<file path="src/rtl/uart_boot_loader.sv">
// UART boot loader for a 16-bit PicoBlaze-style core.
//
// Receives a framed program image over a UART byte stream:
//   0xA5 | N[15:8] | N[7:0] | {hi, lo} x N | xor-checksum
// Each word is written to instruction memory from address 0 upward. The
// frame is then answered with ACK (0x06) or NAK (0x15). The CPU is held in
// reset for the whole load and is released only after a verified image.
//
// Ports:
//   SYS_CLK      system clock, all logic on the rising edge
//   SYS_RST      synchronous active-high reset
//   i_RX_DATA    received byte, qualified by i_RX_VALID
//   i_RX_VALID   one-cycle receive strobe
//   i_BOOT_REQ   level request to reload the program (honoured in RUN only)
//   i_TX_BUSY    transmitter busy; the reply waits while it is high
//   o_TX_DATA    reply byte
//   o_TX_START   one-cycle transmit strobe
//   o_CPU_RST    holds the core in reset outside RUN
//   o_IMEM_WE    one-cycle instruction-memory write enable
//   o_IMEM_ADDR  instruction-memory write address
//   o_IMEM_DATA  instruction word
//   o_BOOT_DONE  high while the core runs a verified image
//   o_ERR        sticky error, cleared by a good load or reset
module uart_boot_loader #(
  parameter int unsigned ADDR_W      = 10,
  parameter int unsigned TIMEOUT     = 1000000,
  parameter bit          BOOT_ON_RST = 1'b1
) (
  input  logic              SYS_CLK,
  input  logic              SYS_RST,
  input  logic [7:0]        i_RX_DATA,
  input  logic              i_RX_VALID,
  input  logic              i_BOOT_REQ,
  input  logic              i_TX_BUSY,
  output logic [7:0]        o_TX_DATA,
  output logic              o_TX_START,
  output logic              o_CPU_RST,
  output logic              o_IMEM_WE,
  output logic [ADDR_W-1:0] o_IMEM_ADDR,
  output logic [15:0]       o_IMEM_DATA,
  output logic              o_BOOT_DONE,
  output logic              o_ERR
);

  // Word count and address counter carry one extra bit so a full
  // 2^ADDR_W-word image can be counted without wrapping.
  localparam int unsigned LenW = ADDR_W + 1;
  localparam int unsigned TmoW = (TIMEOUT > 1) ? $clog2(TIMEOUT) : 1;

  localparam logic [7:0] SyncByte = 8'hA5;
  localparam logic [7:0] AckByte  = 8'h06;
  localparam logic [7:0] NakByte  = 8'h15;

  typedef enum logic [2:0] {
    StRun,
    StSync,
    StLenHi,
    StLenLo,
    StDatHi,
    StDatLo,
    StChk,
    StReply
  } state_e;

  state_e            state_q;
  logic [7:0]        len_hi_q;
  logic [LenW-1:0]   len_q;
  logic [LenW-1:0]   cnt_q;
  logic [7:0]        hi_q;
  logic [7:0]        chk_q;
  logic              ack_q;
  logic [TmoW-1:0]   tmo_q;
  logic [7:0]        tx_data_q;
  logic              tx_start_q;
  logic              cpu_rst_q;
  logic              imem_we_q;
  logic [ADDR_W-1:0] imem_addr_q;
  logic [15:0]       imem_data_q;
  logic              boot_done_q;
  logic              err_q;

  logic [15:0]     len_word;
  logic            len_bad;
  logic [LenW-1:0] cnt_inc;
  logic            load_active;
  logic            tmo_hit;

  always_comb begin
    len_word    = {len_hi_q, i_RX_DATA};
    len_bad     = (len_word == 16'd0) || (32'(len_word) > (32'd1 << ADDR_W));
    cnt_inc     = cnt_q + LenW'(1);
    // The inter-byte timeout only watches the frame body, not SYNC or REPLY.
    load_active = (state_q == StLenHi) || (state_q == StLenLo) ||
                  (state_q == StDatHi) || (state_q == StDatLo) ||
                  (state_q == StChk);
    tmo_hit     = load_active && !i_RX_VALID && (tmo_q == TmoW'(TIMEOUT - 1));
  end

  always_ff @(posedge SYS_CLK) begin
    if (SYS_RST) begin
      state_q     <= BOOT_ON_RST ? StSync : StRun;
      len_hi_q    <= '0;
      len_q       <= '0;
      cnt_q       <= '0;
      hi_q        <= '0;
      chk_q       <= '0;
      ack_q       <= 1'b0;
      tmo_q       <= '0;
      tx_data_q   <= '0;
      tx_start_q  <= 1'b0;
      cpu_rst_q   <= BOOT_ON_RST;
      imem_we_q   <= 1'b0;
      imem_addr_q <= '0;
      imem_data_q <= '0;
      boot_done_q <= 1'b0;
      err_q       <= 1'b0;
    end else begin
      imem_we_q  <= 1'b0;
      tx_start_q <= 1'b0;

      if (load_active && !i_RX_VALID) begin
        tmo_q <= tmo_q + TmoW'(1);
      end else begin
        tmo_q <= '0;
      end

      if (tmo_hit) begin
        // Abandon the frame silently; the host must resend from the header.
        state_q     <= StSync;
        err_q       <= 1'b1;
        boot_done_q <= 1'b0;
      end else begin
        unique case (state_q)
          StRun: begin
            if (i_BOOT_REQ) begin
              state_q     <= StSync;
              cpu_rst_q   <= 1'b1;
              boot_done_q <= 1'b0;
            end
          end
          StSync: begin
            if (i_RX_VALID && (i_RX_DATA == SyncByte)) begin
              state_q <= StLenHi;
            end
          end
          StLenHi: begin
            if (i_RX_VALID) begin
              len_hi_q <= i_RX_DATA;
              state_q  <= StLenLo;
            end
          end
          StLenLo: begin
            if (i_RX_VALID) begin
              cnt_q <= '0;
              chk_q <= '0;
              if (len_bad) begin
                ack_q   <= 1'b0;
                state_q <= StReply;
              end else begin
                len_q   <= LenW'(len_word);
                state_q <= StDatHi;
              end
            end
          end
          StDatHi: begin
            if (i_RX_VALID) begin
              hi_q    <= i_RX_DATA;
              chk_q   <= chk_q ^ i_RX_DATA;
              state_q <= StDatLo;
            end
          end
          StDatLo: begin
            if (i_RX_VALID) begin
              imem_we_q   <= 1'b1;
              imem_addr_q <= cnt_q[ADDR_W-1:0];
              imem_data_q <= {hi_q, i_RX_DATA};
              chk_q       <= chk_q ^ i_RX_DATA;
              cnt_q       <= cnt_inc;
              state_q     <= (cnt_inc == len_q) ? StChk : StDatHi;
            end
          end
          StChk: begin
            if (i_RX_VALID) begin
              ack_q   <= (i_RX_DATA == chk_q);
              state_q <= StReply;
            end
          end
          StReply: begin
            if (!i_TX_BUSY) begin
              tx_start_q <= 1'b1;
              if (ack_q) begin
                tx_data_q   <= AckByte;
                state_q     <= StRun;
                cpu_rst_q   <= 1'b0;
                boot_done_q <= 1'b1;
                err_q       <= 1'b0;
              end else begin
                tx_data_q   <= NakByte;
                state_q     <= StSync;
                boot_done_q <= 1'b0;
                err_q       <= 1'b1;
              end
            end
          end
          default: begin
            state_q <= StSync;
          end
        endcase
      end
    end
  end

  assign o_TX_DATA   = tx_data_q;
  assign o_TX_START  = tx_start_q;
  assign o_CPU_RST   = cpu_rst_q;
  assign o_IMEM_WE   = imem_we_q;
  assign o_IMEM_ADDR = imem_addr_q;
  assign o_IMEM_DATA = imem_data_q;
  assign o_BOOT_DONE = boot_done_q;
  assign o_ERR       = err_q;

endmodule
</file>
<file path="config.mk">
export PLATFORM = sky130hd
export DESIGN_NAME = uart_boot_loader
export DESIGN_NICKNAME = d
export VERILOG_FILES = /design/src/rtl/uart_boot_loader.sv
export SDC_FILE = /design/constraint.sdc
export NUM_CORES = 1
export LEC_CHECK = 0
export ABC_AREA = 1
export CORE_UTILIZATION = 45
export DETAILED_ROUTE_END_ITERATION = 10
export PLACE_DENSITY = 0.69
export REMOVE_ABC_BUFFERS = 1
export SETUP_SLACK_MARGIN = 0.1
export SYNTH_ARGS = -nofsm -noshare
export SYNTH_HDL_FRONTEND = slang
export SYNTH_SLANG_ARGS = --single-unit
</file>
<file path="constraint.sdc">
create_clock -name SYS_CLK -period 1.45 [get_ports SYS_CLK]
set_input_delay 0.2175 -clock SYS_CLK [delete_from_list [all_inputs] [get_ports SYS_CLK]]
set_output_delay 0.2175 -clock SYS_CLK [all_outputs]
set_load 0.005 [all_outputs]
</file>
==> results.ini <==
[routing]
antenna_left = 0
vias_per_cell = 5.186
drt_iter0_markers = 189
wl_per_cell_um = 14.32
drc = 0
drt_wl_total_um = 13310
dr.pass1.iters = 5
vias = 4818

[pwr]
p_comb_frac = 0.238
p_clk_frac = 0.290
ir_worst_vdd_mv = 0.6887
p_sw_uw = 2112
power_leakage_uw = 0.002950
p_int_uw = 4616
finalPower_uw = 6728
swShare = 0.3138
powerDensity_mw_per_mm2 = 994.5
seqPwrFrac = 0.472

[placement]
port_buffers = 47
place_area_mm2 = 0.005846
routabilityCongestion = 0.8197
post-place-ws_ps = -508.6
hpwl_um = 8515

[cells_and_area]
utilization = 0.6796
final_area_mm2 = 0.006765
n_fill_cell = 814
diodes = 0
area_growth_pct = 44.11
drive_gt1_frac = 0.3492
nets = 806
multiInputGateArea_mm2 = 0.002621
seq_area_mm2 = 0.002146

[sta]
report.final.slew_viol_count = 0
finClkSkew_ps = 12.15
fin_crit_sh = 1.151
finalCriticalPeriod_ps = 1669
setup_tns_ps = -3790
hold_viol_final = 0
rsz0062_at_grt = true
max_freq_mhz = 599.0
layout_setup_ws_ps = -219.5
setup_violations = 40

[yosys]
yosys-top-cells-area = dfxtp_1, nand2_1, nor2_1
synth_top_area_share = 0.4435
yosysTopAreaCell = dfxtp_1
synthAdderAreaFrac = 0.005330
yosys_warnings = 0
seq_area_frac_synth = 0.4435
muxShareOfSynthArea = 0
synth-compound-area-share = 0.1458
syn_inst = 648
yosys_register_bits = 104
syn_area_per_cell_um2 = 7.245
synth_cell_types = 43
synth_top_family_by_area = simple AND/OR/NAND/NOR gates
netlist_area_mm2 = 0.004695
synth-xor-area-share = 0.02612
synth_simple_gate_area_frac = 0.2964

[die]
die_x_um = 104.1
rows = 36
die-area_mm2 = 0.01085
pin_count = 52
core_area_mm2 = 0.009955
die_h_um = 104.1
start_util = 0.4716

[worst_setup_path]
cp.required_ps = 1740
r2r_slack_ps = -220
cp_max_fo = 5
critPathLaunch = cnt_q[2]$_SDFFE_PP0P_
r2r-start = cnt_q[2]$_SDFFE_PP0P_
worstRegToRegCells = 12
critPathKind = reg2reg
startpoint_type = register
r2r-end = state_q[1]$_SDFFE_PP0P_
crit_end = state_q[1]$_SDFFE_PP0P_
endpoint_kind = register
arrival_ps = 1960

[status]
violations = setup timing
status = finished with violations

[cts]
clockRootBuffer = clkbuf_8
clkTransAtPathRegs_ps = 100
cts_buffers = 9
ctsHoldBuffers = 0
cts_num_sinks = 104
clockBufferDepth = 2
htree_levels = 3
cts_tree = built
clock_latency_ps = 360

[global_routing]
overflow = 0
antenna_found_initial = 0
grt_usage = 0.2269
grt_pass1_vias = 4552
grt_max_degree = 44
grt_pass1_wl_um = 20330

[run]
max_cap_violations = 0

[min_path]
hp-class = in2reg

stage by stage:
stage	cells	hold slack (ps)
2_1_floorplan	623	286.6
3_3_place_gp	884	444.0
3_5_place_dp	884	448.6
4_1_cts	911	387.3
5_1_grt	929	432.8
6_report	929	408.1
how the worst min path moves through the flow:
stage                                   from                        to  slack [ps]  depth (start not counted)
floorplan                            SYS_RST     chk_q[0]$_SDFFE_PP0P_         290                          1
global placement    len_hi_q[7]$_SDFFE_PP0P_  len_hi_q[7]$_SDFFE_PP0P_         440                          2
detailed placement     len_q[0]$_SDFFE_PP0P_     len_q[0]$_SDFFE_PP0P_         450                          2
CTS                             i_RX_DATA[6]     len_q[6]$_SDFFE_PP0P_         390                          3
global route                    i_RX_DATA[6]     len_q[6]$_SDFFE_PP0P_         430                          3
finish                          i_RX_DATA[6]     len_q[6]$_SDFFE_PP0P_         410                          3
critical path, cell delays in order (launching register included):
cell	delay (ps)
dfxtp_2	380
buf_4	150
nor2_2	160
nor2_1	90
nand2_1	80
nand2_1	50
nor2_1	110
nand3_1	80
nor2_1	130
nand3_1	110
nand2_1	70
nand2_1	50
a21oi_1	140
power groups by stage:
stage	clock (uW)	sequential [uW]	combinational, uW
global placement	0	3180	1260
finish	1950	3180	1600
detailed placement	0	3180	1310
CTS	1970	3160	1380
floorplan	0	3180	677
global route	2060	3190	1730
registers in the layout (all words and copies together), names as in the netlist, 3 cells and up:
signal       count
len_q           11
chk_q            8
o_TX_DATA        3
len_hi_q         8
hi_q             8
tmo_q           20
cnt_q           11
state_q          3
o_IMEM_ADDR     10
o_IMEM_DATA     16
layer usage:
layer	share of wire	up-vias	routed length, um	GRT usage
met5	0	-	0	0
met4	0.021	0	284	0.08673
met3	0.036	27	484	0.02945
met2	0.53	124	6990	0.4014
met1	0.42	2280	5547	0.2792
li1	-	2387	-	-
layout make-up:
| class | count | area share |
|---|---|---|
| multi-input combinational | 455 | 0.3875 |
| sequential | 104 | 0.3172 |
| timing repair buffer | 157 | 0.2027 |
| inverter | 64 | 0.03662 |
| tap | 133 | 0.02460 |
| clock buffer | 11 | 0.02238 |
| clock inverter | 5 | 0.009062 |
synthesized netlist by cell type:
cell,n
a211oi_1,1
a21oi_1,59
a21oi_2,1
a22oi_1,1
a311oi_1,1
a31oi_1,2
buf_1,1
buf_2,7
buf_4,8
clkbuf_1,11
clkbuf_2,1
conb_1,1
dfxtp_1,104
ha_1,2
inv_1,60
inv_2,4
nand2_1,115
nand2_2,3
nand2_4,1
nand3_1,40
nand3_2,1
nand3b_1,4
nand4_1,10
nor2_1,98
nor2_2,6
nor2_4,3
nor3_1,10
nor3_2,2
nor3_4,2
nor3b_1,1
nor3b_2,1
nor4_1,3
nor4_4,1
o211a_1,1
o211ai_1,1
o21a_1,2
o21ai_0,59
o21ai_2,1
o21bai_1,1
or2_1,1
or2_2,3
xnor2_1,4
xor2_1,10
kinds of logic (layout without fill, tap and decap cells):
family                     Yosys count  count (layout)
adders and majority gates            2               2
and+or+nand+nor                    305             305
AOI/OAI and AO/OA                  130             130
xor gates and xnor gates            14              14
DFF                                104             104
buffers and inverters               92             237
other                                1               4
cell usage in the layout (no fill, tap or decap), types with 17 or more instances in the layout:
master	synthesis	layout
a21oi_1	59	54
buf_4	8	86
dfxtp_1	104	65
nor2_2	6	17
nor2_1	98	76
inv_1	60	50
dlygate4sd2_1	0	43
buf_6	0	17
dfxtp_2	0	33
nand3_1	40	31
nand2_2	3	23
nand2_1	115	93
o21ai_0	59	48
timing repair:
action,in CTS,in global routing
cloned,1,2
resized for setup,127,103
pin swaps,12,34
setup buffers,11,19
endpoints found under the setup margin,136,102
Note: power is estimated with default switching activity, not from simulation.
